$ cat src/rtl/word_memory_bank.sv
// word_memory_bank: DEPTH x WIDTH word store with a registered read port, a clear sweep, and optional write-first bypass (WORD_MEMORY_BANK_BYPASS_EN).
module word_memory_bank #(
  parameter int WIDTH = 8,
  parameter int DEPTH = 16,
  parameter logic [WIDTH-1:0] RESET_VAL = '0
) (
  input  logic                     clk,
  input  logic                     reset,
  input  logic                     wr_en,
  input  logic [$clog2(DEPTH)-1:0] wr_addr,
  input  logic [WIDTH-1:0]         wr_data,
  input  logic                     rd_en,
  input  logic [$clog2(DEPTH)-1:0] rd_addr,
  output logic [WIDTH-1:0]         rd_data,
  output logic                     rd_valid,
  input  logic                     clear,
  output logic                     busy
);
  localparam int ADDR_W = $clog2(DEPTH);
  localparam logic [ADDR_W:0] DEPTH_W = (ADDR_W+1)'(DEPTH);
  localparam logic [ADDR_W-1:0] LAST = ADDR_W'(DEPTH - 1);
  typedef enum logic {S_CLEAR, S_IDLE} state_t;
  state_t state, state_d;
  logic [ADDR_W-1:0] idx, idx_d;
  logic [WIDTH-1:0] mem [DEPTH];
  logic idle_go, wr_ok, rd_ok, rd_in;
  logic [WIDTH-1:0] rd_word;
  assign busy    = state == S_CLEAR;
  assign idle_go = state == S_IDLE && !clear && !reset;
  assign wr_ok   = idle_go && wr_en && {1'b0, wr_addr} < DEPTH_W;
  assign rd_ok   = idle_go && rd_en;
  assign rd_in   = {1'b0, rd_addr} < DEPTH_W;
`ifdef WORD_MEMORY_BANK_BYPASS_EN
  assign rd_word = !rd_in ? '0 : (wr_ok && wr_addr == rd_addr) ? wr_data : mem[rd_addr];
`else
  assign rd_word = rd_in ? mem[rd_addr] : '0;
`endif
  // next-state: the sweep walks idx up to LAST, clear restarts it from IDLE
  always_comb begin
    state_d = state;
    idx_d   = idx;
    if (state == S_CLEAR) begin
      state_d = idx == LAST ? S_IDLE : S_CLEAR;
      idx_d   = idx == LAST ? '0 : idx + 1'b1;
    end else if (clear) begin
      state_d = S_CLEAR;
      idx_d   = '0;
    end
  end
  // state, sweep index and registered read port
  always_ff @(posedge clk) begin
    if (reset) begin
      state    <= S_CLEAR;
      idx      <= '0;
      rd_data  <= '0;
      rd_valid <= 1'b0;
    end else begin
      state    <= state_d;
      idx      <= idx_d;
      rd_valid <= rd_ok;
      if (rd_ok) rd_data <= rd_word;
    end
  end
  // array writes: sweep has sole ownership while busy, otherwise the write port
  always_ff @(posedge clk) begin
    if (busy && !reset) mem[idx] <= RESET_VAL;
    else if (wr_ok) mem[wr_addr] <= wr_data;
  end
endmodule

$ cat config.mk
export PLATFORM = sky130hd
export DESIGN_NAME = word_memory_bank
export DESIGN_NICKNAME = d
export VERILOG_FILES = /design/src/rtl/word_memory_bank.sv
export SDC_FILE = /design/constraint.sdc
export NUM_CORES = 1
export LEC_CHECK = 0
export CORE_ASPECT_RATIO = 1.4
export CORE_UTILIZATION = 40
export DETAILED_ROUTE_END_ITERATION = 6
export PLACE_DENSITY_LB_ADDON = 0.12
export SLEW_MARGIN = 20
export SYNTH_ARGS = -nofsm -noshare
export SYNTH_HDL_FRONTEND = slang
export SYNTH_SLANG_ARGS = --single-unit
export TNS_END_PERCENT = 5
$ cat constraint.sdc
create_clock -name clk -period 2.35 [get_ports clk]
set_input_delay 0.3525 -clock clk [delete_from_list [all_inputs] [get_ports clk]]
set_output_delay 0.3525 -clock clk [all_outputs]
set_load 0.02 [all_outputs]
==> impl_metrics.yaml <==
clocking:
  clockBufferDepth: 2
  ctsResizeCount: 0
  cts_tree: "built"
  cts_sinks: 142
  numCtsBuffers: 17
  path_clk_slew_ns: 0.05
  cts_root_buf: "clkbuf_16"
  insertion_delay_ns: 0.41
  htreeDepth: 4
  ctsHoldBuffers: 0
  cts_setup_buffers: 0
final_layout:
  stdcell_count: 564
  n_antenna_cell: 0
  nets: 389
  drive_gt1_share_pct: 17.4
  syn_to_final_growth_pct: 19.3
  finalInstanceArea_um2: 6740
drt:
  drt-total-wl_um: 11700
  drtAntennaViolNets: 0
  vias: 2943
  first_pass_iters: 5
  viasPerCell: 5.22
  drc: 0
  avgRoutedWirePerCell_um: 20.7
  drt_iter0_drc: 124
worst_setup_path:
  crit_buf_inv: 2
  critPathArrivalTime_ns: 2.20
  max_stage_delay_ns: 0.62
  critPathTopFamily: "simple AND/OR/NAND/NOR gates"
  crit_slowest_cell: "nor2_1"
  start_kind: "input port"
  cp_max_fo: 8
  crit_chain: "clkdlybuf4s50_1 > and4bb_2 > buf_4 > nor3b_1 > a31oi_1 > nor2_1"
  cp-end-kind: "flip-flop"
  required_ns: 2.39
  worstSetupPathType: "input port to flip-flop"
synth:
  async_flop_share_pct: 0
  synth_common_cells: "edfxtp_1 (128), nor2_1 (26), mux2i_1 (24)"
  synth_area_um2: 5650
  syn-instance-count: 313
  synth_ff_type: "edfxtp_1"
  yosys_warnings: 0
  synth_edf_count: 128
  synth.area.mux_share_pct: 14.0
  synth.avg_cell_area_um2: 18.1
  synth_seq_area_share_pct: 73.0
  synth_top_area_share_pct: 68.0
  synthXorXnorAreaFrac_pct: 0
  ys_types: 33
  synthesis.nets: 335
  synth_compound_area_share_pct: 4.89
  synthTopCellsByArea: "edfxtp_1 (68%), mux4_2 (8.4%), dfxtp_1 (5.0%)"
  yosysTopAreaCell: "edfxtp_1"
  synth_top_family_by_area: "multiplexers"
  ys_ff_latch: 142
  synth-adder-area-share_pct: 0.221
  post-synth-top-count-cell: "edfxtp_1"
  synth-simple-area-share_pct: 5.60
sta:
  rsz0062_at_grt: "false"
  timing.fmax_ghz: 0.462
  fin_ws_ns: 0.187
  setup_violations: 0
  hold_violations: 0
  period_minus_slack_ns: 2.16
  slew_violations: 0
  max-slew-margin-rel_pct: 41.8
  finClkSkew_ns: 0.00802
  max_slew.worst_pin.slew_ns: 0.870
  min_period_over_period_pct: 92.0
  final.setup.tns_ns: 0
floorplanning:
  num_rows: 51
  start_util_pct: 40.8
  die_x_um: 102
  die_y_um: 143
  coreArea_um2: 13800
  ioPinCount: 31
  dieArea_um2: 14600
global_route:
  top_usage_layer: "met2"
  grt.total_usage_pct: 17.9
  use_met2_pct: 30.0
  grt_util_met1_pct: 21.1
  grt_overflow: 0
  first_global_vias: 3042
  grt_max_degree: 32
  antenna_found_initial: 0
  grt_first_pass_wirelength_um: 17800
  met3_usage_pct: 4.26
power_and_ir_drop:
  ir_drop_v: 0.000413
  p_per_area_nw_per_um2: 769
  power.leakage_nw: 2.50
  power_mw: 5.19
placement:
  io_buffers: 30
  placed_area_um2: 6250
  gp_congestion: 0.801
  dp_hpwl_um: 7830
  pre_cts_slack_ns: -0.248
  dpl.cell_count: 533
job:
  maxCapViolCount: 0
run_status:
  outcome: "complete, no violations"
min_path:
  hold_class: "flip-flop to flip-flop"
placed cells by master, fill, tap and decap left out, types with 8 or more instances in the layout:
| cell | synthesis | routed |
|---|---|---|
| clkinv_1 | 0 | 8 |
| and2_1 | 8 | 8 |
| nor2_1 | 26 | 26 |
| mux2i_1 | 24 | 24 |
| nand2_1 | 10 | 10 |
| a32oi_1 | 9 | 9 |
| dfxtp_1 | 14 | 14 |
| clkdlybuf4s50_1 | 0 | 29 |
| buf_4 | 0 | 17 |
| mux4_2 | 21 | 21 |
| edfxtp_1 | 128 | 128 |
| clkbuf_16 | 0 | 17 |
per-layer routing:
| layer | share of wire [%] | routed length (µm) |
|---|---|---|
| met5 | 0 | 0 |
| met4 | 3.3 | 386 |
| met3 | 3.2 | 377 |
| met2 | 52 | 6120 |
| met1 | 41 | 4800 |
kinds of logic after synthesis:
family                     Yosys count
adders and majority gates            1
DFF                                142
and+or+nand+nor                     63
AOI/OAI and AO/OA                   39
muxes                               48
buffers and inverters               20
cell type report:
class                   instances  area [µm²]
clock inverters                12        55.1
flip-flops and latches        142        4120
fillers                      1177        7100
well taps                     185         231
multi-input cells             151        1400
clock buffers                  19         433
repair buffers                 50         483
inverters                       5        18.8
sequential cells by signal, indices dropped and copies added, names as in the netlist:
name / flops
state: 1
mem: 128
rd_valid: 1
rd_data: 8
idx: 4
worst paths after layout:
path / startpoint / end / slack [ns] / cells after the start
setup reg to reg: state / mem[1][0] / 0.30 / 5
setup / recovery: reset / mem[1][0] / 0.19 / 6
hold reg to reg: rd_data[1] / rd_data[1] / 0.47 / 2
hold / removal: rd_data[1] / rd_data[1] / 0.47 / 2
where the power goes:
part	internal (mW)	total, mW	switching [mW]
registers	2.74	2.75	0.0120
clock network	1.30	2.22	0.917
logic	0.102	0.212	0.110
total	4.15	5.19	1.04
worst reg2reg max path, cell delays in order (launching register included):
cell      delay (ns)
dfxtp_1         0.32
and4bb_2        0.29
buf_4           0.16
nor3b_1         0.17
a31oi_1         0.12
nor2_1          0.62
metrics by stage:
stage	hold slack (ns)	util, %
5_1_grt	0.495	48.7
6_report	0.474	48.7
3_3_place_gp	0.464	45.2
4_1_cts	0.481	48.7
2_1_floorplan	0.484	-
3_5_place_dp	0.467	45.2
(Power assumes the default switching activity.)
